### config.mk
export PLATFORM = sky130hd
export DESIGN_NAME = cell_unit_gen
export DESIGN_NICKNAME = d
export VERILOG_FILES = /design/src/rtl/cell_unit_gen.sv
export SDC_FILE = /design/constraint.sdc
export NUM_CORES = 1
export LEC_CHECK = 0
export ABC_CLOCK_PERIOD_IN_PS = 4600
export BUFFER_PORTS_ARGS = -buffer_cell sky130_fd_sc_hd__buf_4
export CORE_MARGIN = 3
export CORE_UTILIZATION = 30
export DETAILED_ROUTE_END_ITERATION = 12
export PLACE_DENSITY = 0.49
export SLEW_MARGIN = 30
export SYNTH_ARGS = -nofsm -noshare
export SYNTH_HDL_FRONTEND = slang
export SYNTH_SLANG_ARGS = --single-unit
export TNS_END_PERCENT = 50
### constraint.sdc
create_clock -name clk -period 4.6 [get_ports clk]
set_input_delay 0.69 -clock clk [delete_from_list [all_inputs] [get_ports clk]]
set_output_delay 0.69 -clock clk [all_outputs]
set_load 0.02 [all_outputs]
### src/rtl/cell_unit_gen.sv
// rtl/cell_unit_gen.sv - board-cell move generator: seeds its piece, relays tokens, queues move records
module cell_unit_gen #(
    parameter  int CW         = 3,
    parameter  int FIFO_DEPTH = 4,
    localparam int RW         = 2*CW+3,
    localparam int MW         = 4*CW+4
) (
    input  logic            clk,
    input  logic            rst_n,
    input  logic            newboard,
    input  logic [CW-1:0]   xpos,
    input  logic [CW-1:0]   ypos,
    input  logic [3:0]      cpiece,
    input  logic [8*RW-1:0] ray_in,
    output logic [8*RW-1:0] ray_out,
    input  logic [8*RW-1:0] knight_in,
    output logic [8*RW-1:0] knight_out,
    output logic            mv_valid,
    input  logic            mv_ready,
    output logic [MW-1:0]   mv_data,
    output logic            busy,
    output logic            done
);
    localparam int MAX_HOPS = (1 << CW) - 1;
    localparam int AW       = $clog2(FIFO_DEPTH);

    localparam logic [2:0] T_EMPTY  = 3'd0;
    localparam logic [2:0] T_PAWN   = 3'd1;
    localparam logic [2:0] T_KNIGHT = 3'd2;
    localparam logic [2:0] T_BISHOP = 3'd3;
    localparam logic [2:0] T_ROOK   = 3'd4;
    localparam logic [2:0] T_QUEEN  = 3'd5;
    localparam logic [2:0] T_KING   = 3'd6;

    typedef enum logic [1:0] {S_IDLE, S_SEED, S_PROP, S_DRAIN} state_t;

    state_t            state_q, state_d;
    logic [3:0]        piece_q, piece_d;
    logic [CW-1:0]     hop_q, hop_d;
    logic [8*RW-1:0]   ray_out_q, ray_out_d;
    logic [8*RW-1:0]   knight_out_q, knight_out_d;
    logic [15:0]       slot_full_q, slot_used_q, cand_v;
    logic [MW-1:0]     slot_rec_q [16];
    logic [MW-1:0]     cand_rec [16];
    logic [MW-1:0]     fifo_q [FIFO_DEPTH];
    logic [AW-1:0]     wr_ptr_q, rd_ptr_q;
    logic [AW:0]       cnt_q;
    logic [3:0]        pick;
    logic              pick_v, push, pop, drained;
    logic              cell_empty, cell_black;
    logic [RW-1:0]     seed_tok;
    logic [2:0]        rt;

    assign cell_empty = (piece_q[2:0] == T_EMPTY);
    assign cell_black = piece_q[3] && !cell_empty;
    assign seed_tok   = {xpos, ypos, piece_q[2:0]};

    // Every candidate record is formed unconditionally; cand_v decides whether a slot takes it.
    always_comb begin
        for (int d = 0; d < 8; d++) begin
            cand_rec[d]   = {ray_in[d*RW+3 +: 2*CW], xpos, ypos, ray_in[d*RW +: 3], cell_black};
            cand_rec[8+d] = {knight_in[d*RW+3 +: 2*CW], xpos, ypos, knight_in[d*RW +: 3], cell_black};
        end
    end

    always_comb begin
        state_d      = state_q;
        piece_d      = piece_q;
        hop_d        = hop_q;
        ray_out_d    = '0;
        knight_out_d = '0;
        cand_v       = '0;
        rt           = '0;
        case (state_q)
            S_IDLE: begin
                if (newboard) begin
                    state_d = S_SEED;
                    piece_d = cpiece;
                end
            end
            S_SEED: begin
                state_d = S_PROP;
                hop_d   = '0;
                if (!piece_q[3] && !cell_empty) begin
                    case (piece_q[2:0])
                        T_PAWN: begin
                            ray_out_d[0*RW +: RW] = seed_tok;
                            ray_out_d[1*RW +: RW] = seed_tok;
                            ray_out_d[7*RW +: RW] = seed_tok;
                        end
                        T_KNIGHT: knight_out_d = {8{seed_tok}};
                        T_BISHOP: for (int d = 1; d < 8; d += 2) ray_out_d[d*RW +: RW] = seed_tok;
                        T_ROOK:   for (int d = 0; d < 8; d += 2) ray_out_d[d*RW +: RW] = seed_tok;
                        T_QUEEN, T_KING: ray_out_d = {8{seed_tok}};
                        default: ;
                    endcase
                end
            end
            S_PROP: begin
                hop_d = hop_q + CW'(1);
                if (hop_q == CW'(MAX_HOPS-1)) state_d = S_DRAIN;
                for (int d = 0; d < 8; d++) begin
                    rt = ray_in[d*RW +: 3];
                    if (rt == T_PAWN) begin
                        // Double push is relayed only from the square directly ahead of rank 1.
                        if (d == 0 && cell_empty) begin
                            cand_v[d] = 1'b1;
                            if (ray_in[d*RW+3 +: CW] == CW'(1) && ypos == CW'(2))
                                ray_out_d[d*RW +: RW] = ray_in[d*RW +: RW];
                        end else if ((d == 1 || d == 7) && cell_black) begin
                            cand_v[d] = 1'b1;
                        end
                    end else if (rt != T_EMPTY && (cell_empty || cell_black)) begin
                        cand_v[d] = 1'b1;
                        if (cell_empty && ((rt == T_QUEEN) ||
                                           (rt == T_BISHOP && (d % 2) == 1) ||
                                           (rt == T_ROOK && (d % 2) == 0)))
                            ray_out_d[d*RW +: RW] = ray_in[d*RW +: RW];
                    end
                    if (knight_in[d*RW +: 3] != T_EMPTY && (cell_empty || cell_black))
                        cand_v[8+d] = 1'b1;
                end
            end
            S_DRAIN: begin
                if (drained) state_d = S_IDLE;
            end
            default: state_d = S_IDLE;
        endcase
    end

    always_comb begin
        pick_v = 1'b0;
        pick   = '0;
        for (int i = 15; i >= 0; i--) begin
            if (slot_full_q[i]) begin
                pick_v = 1'b1;
                pick   = 4'(i);
            end
        end
    end

    assign mv_valid   = (cnt_q != '0);
    assign pop        = mv_valid && mv_ready;
    assign push       = pick_v && ((cnt_q != (AW+1)'(FIFO_DEPTH)) || pop);
    assign drained    = (slot_full_q == '0) && (cnt_q == '0);
    assign mv_data    = mv_valid ? fifo_q[rd_ptr_q] : '0;
    assign busy       = (state_q != S_IDLE);
    assign done       = (state_q == S_DRAIN) && drained;
    assign ray_out    = ray_out_q;
    assign knight_out = knight_out_q;

    always_ff @(posedge clk or negedge rst_n) begin
        if (!rst_n) begin
            state_q      <= S_IDLE;
            piece_q      <= '0;
            hop_q        <= '0;
            ray_out_q    <= '0;
            knight_out_q <= '0;
            slot_full_q  <= '0;
            slot_used_q  <= '0;
            wr_ptr_q     <= '0;
            rd_ptr_q     <= '0;
            cnt_q        <= '0;
            for (int i = 0; i < 16; i++) slot_rec_q[i] <= '0;
            for (int i = 0; i < FIFO_DEPTH; i++) fifo_q[i] <= '0;
        end else begin
            state_q      <= state_d;
            piece_q      <= piece_d;
            hop_q        <= hop_d;
            ray_out_q    <= ray_out_d;
            knight_out_q <= knight_out_d;
            if (state_q == S_SEED) slot_used_q <= '0;
            for (int i = 0; i < 16; i++) begin
                if (push && pick == 4'(i)) slot_full_q[i] <= 1'b0;
                if (cand_v[i] && !slot_used_q[i]) begin
                    slot_full_q[i] <= 1'b1;
                    slot_used_q[i] <= 1'b1;
                    slot_rec_q[i]  <= cand_rec[i];
                end
            end
            if (push) begin
                fifo_q[wr_ptr_q] <= slot_rec_q[pick];
                wr_ptr_q         <= wr_ptr_q + AW'(1);
            end
            if (pop) rd_ptr_q <= rd_ptr_q + AW'(1);
            cnt_q <= cnt_q + (AW+1)'(push) - (AW+1)'(pop);
        end
    end
endmodule

==> flow_metrics.env <==
export IMPL_yosys_area_top_type="dfrtp_1"
export IMPL_wl_per_cell_um=24.49
export IMPL_drt_total_wl_um=73630
export IMPL_grt_pass1_vias=15607
export IMPL_status="finished, final reports clean"
export IMPL_place_congestion=0.8787
export IMPL_fin_ws_ns=0.8989
export IMPL_peakVddDrop_mv=0.5229
export IMPL_ios=321
export IMPL_drv_cap=0
export IMPL_vias_per_cell=5.144
export IMPL_ys_async_sr_fraction_pct=100.0
export IMPL_grt_util_all_layers_pct=19.73
export IMPL_cts_tree="built"
export IMPL_drc_errors=0
export IMPL_syn_avg_cell_area_um2=11.52
export IMPL_portBuffers=320
export IMPL_crit_slowest_cell="nor4_2"
export IMPL_clk_latency_ns=0.62
export IMPL_clk_pin_slew_ns=0.06
export IMPL_setup_viol=0
export IMPL_cp_slowest_stage_delay_ns=0.77
export IMPL_seq_area_frac_synth_pct=53.85
export IMPL_coreArea_um2=68710
export IMPL_worst_setup_path_end_kind="register"
export IMPL_cts_path_max_buffers=3
export IMPL_synth_cells=1812
export IMPL_cp_cell_sequence="or4_1 > buf_4 > nor4_2 > buf_4 > a22o_1 > o21ai_0 > o2111a_1 > a31oi_1"
export IMPL_grt_start_max_net_pins=151
export IMPL_synth_top_cells_by_area="dfrtp_1, mux2_2, nand2_1"
export IMPL_ant_nets=0
export IMPL_dp_hpwl_um=52690
export IMPL_area_growth_pct=23.24
export IMPL_drive_gt1_share_pct=35.31
export IMPL_cp_max_fo=23
export IMPL_slew_headroom_pct=29.70
export IMPL_dp_slack_ns=1.037
export IMPL_drt_initial_drc_count=1119
export IMPL_die_h_um=269.7
export IMPL_crit_type="reg2reg"
export IMPL_power_density_nw_per_um2=838.5
export IMPL_report_final_slew_viol_count=0
export IMPL_num_rows=96
export IMPL_vias=15467
export IMPL_fin_crit_ns=3.701
export IMPL_critPathTopFamily="simple AND/OR/NAND/NOR gates"
export IMPL_synth_top_cell_area_share_pct=53.85
export IMPL_cp_required_ns=5.10
export IMPL_post_cts_setup_buffers=0
export IMPL_start_kind="register"
export IMPL_drtPass1Iterations=5
export IMPL_hold_path_class="in2reg"
export IMPL_die_area_um2=72750
export IMPL_rsz0062_at_grt="false"
export IMPL_start_util_pct=30.37
export IMPL_worst_slew_pin_slew_ns=1.055
export IMPL_n_antenna_cell=0
export IMPL_finalSetupTns_ns=0
export IMPL_fillerInstances=6857
export IMPL_final_nets=2204
export IMPL_ys_types=72
export IMPL_clockRootBuffer="clkbuf_16"
export IMPL_clock_fmax_mhz=270.2
export IMPL_critPathMostFrequentCell="buf_4"
export IMPL_hold_viol_final=0
export IMPL_synth_edff_count=0
export IMPL_grt_pass1_wl_um=107500
export IMPL_antenna_found_initial=3
export IMPL_netlist_area_um2=20870
export IMPL_path_buf_inv=2
export IMPL_p_leak_uw=0.01144
export IMPL_cts_htree_levels=2
export IMPL_finClkSkew_ns=0.03167
export IMPL_gr_total_overflow=0
export IMPL_min_period_over_period_pct=80.46
export IMPL_clock_sinks=449
export IMPL_synthFlopType="dfrtp_1"
export IMPL_ys_ff_latch=449
export IMPL_synth_warning_count=0
export IMPL_fp_dieW_um=269.7
export IMPL_arrival_ns=4.20
export IMPL_numCtsBuffers=52
## synth_stat cells (all sizes together), types with 3 or more instances
cell type / instances
a21o: 16
and2: 29
o22a: 9
xor2: 8
or3: 18
a21boi: 35
ha: 12
a221o: 3
a22oi: 39
nand3: 33
mux4: 16
a22o: 38
or4: 3
xnor2: 5
nor2b: 7
o2111ai: 3
o31ai: 8
nand4b: 7
o2111a: 9
dfrtp: 449
inv: 33
a211oi: 6
a31oi: 64
nor3b: 13
o211ai: 17
buf: 108
nand2: 159
and3: 6
a21oi: 21
nand4: 13
or2: 4
mux2i: 41
a2111oi: 4
clkbuf: 79
nand2b: 7
o21ai: 93
nor3: 26
nor4: 8
nor2: 112
mux2: 234
## stage by stage
| stage | utilization (%) | instances | hold WS (ns) | total power (µW) | cell area (µm²) |
|---|---|---|---|---|---|
| after floorplan | - | 1813 | 0.3944 | 13270 | 20870 |
| after global placement | 34.55 | 2907 | 0.4607 | 16740 | 23740 |
| after detailed placement | 34.66 | 2909 | 0.4696 | 17130 | 23820 |
| after CTS | 37.43 | 3007 | 0.2546 | 21710 | 25710 |
| after global routing | 37.43 | 3007 | 0.2812 | 22820 | 25720 |
| final | 37.43 | 3007 | 0.2849 | 21560 | 25720 |
## per-layer routing
metal / vias up / global-route usage (%) / share of wire [%]
met2: 515 / 33.73 / 49
met5: - / 0 / 0
met3: 123 / 3.426 / 5.5
met1: 7942 / 25.06 / 42
met4: 0 / 7.222 / 3.6
li1: 6887 / - / -
## final timing paths
check / to / depth (start not counted) / startpoint / slack, ns
max reg2reg: fifo_q[6] / 8 / slot_full_q[2] / 0.90
max: fifo_q[6] / 8 / slot_full_q[2] / 0.90
max in group asynchronous: slot_rec_q[104] / 3 / rst_n / 2.80
min in group asynchronous: knight_out[69] / 2 / rst_n / 0.56
min: slot_rec_q[235] / 3 / ray_in[13] / 0.28
min reg2reg: slot_rec_q[144] / 2 / slot_rec_q[144] / 0.48
## worst register-to-register path: stages, from the launching register on
cell      delay [ns]
dfrtp_1         0.58
or4_1           0.63
buf_4           0.28
nor4_2          0.78
buf_4           0.38
a22o_1          0.15
o21ai_0         0.20
o2111a_1        0.36
a31oi_1         0.23
## sequential cells by signal (all words and copies together) (netlist names)
signal,count
knight_out,9
slot_full_q,16
wr_ptr_q,2
state_q,2
fifo_q,64
slot_rec_q,256
hop_q,3
piece_q,4
slot_used_q,16
cnt_q,3
rd_ptr_q,2
ray_out,72
## placed cells by master (no fill, tap or decap), types with 4 or more instances in the layout
cell / n
a21boi_0: 35
a21o_1: 16
a21oi_1: 20
a22o_1: 38
a22oi_1: 39
a31oi_1: 64
and2_1: 26
and3_1: 6
buf_4: 346
bufinv_16: 7
clkbuf_1: 5
clkbuf_16: 53
clkbuf_8: 15
clkinv_2: 11
dfrtp_1: 449
ha_1: 12
inv_1: 33
mux2_2: 231
mux2i_1: 41
mux4_2: 16
nand2_1: 158
nand2b_1: 7
nand3_1: 32
nand4_1: 13
nand4b_1: 7
nor2_1: 110
nor2b_1: 6
nor3_1: 25
nor3b_1: 10
nor4_2: 5
o2111a_1: 9
o211ai_1: 14
o21ai_0: 91
o22a_1: 9
o31ai_1: 7
or2_2: 4
or3_1: 12
or3_2: 6
xnor2_1: 5
xor2_1: 8
## final cells by class
| cell class | count | area [µm²] | area share, % |
|---|---|---|---|
| sequential | 449 | 11240 | 43.69 |
| multi-input combinational | 1143 | 8561 | 33.29 |
| timing repair buffer | 353 | 2738 | 10.65 |
| clock buffer | 73 | 1551 | 6.033 |
| tap | 931 | 1165 | 4.530 |
| clock inverter | 24 | 337.8 | 1.314 |
| inverter | 34 | 127.6 | 0.4963 |
## kinds of logic after synthesis
| group | Yosys count | synth area share [%] |
|---|---|---|
| fa+ha+maj | 13 | 0.8155 |
| simple gates | 450 | 10.42 |
| compound gates | 374 | 12.62 |
| mux | 291 | 16.32 |
| flops | 449 | 53.85 |
| xor+xnor | 13 | 0.5457 |
| buf+inv | 221 | 5.415 |
| other cells | 1 | 0.01797 |
## report_power, final
part | internal (µW) | total (µW) | switching (µW)
Combinational | 4110 | 10000 | 5910
Clock | 2750 | 4510 | 1750
Sequential | 5710 | 7040 | 1340
## timing repair
item	in CTS	in global routing
hold buffers	1	0
endpoints found under the hold margin	33	0
resized for setup	0	0
(Power assumes the default switching activity.)
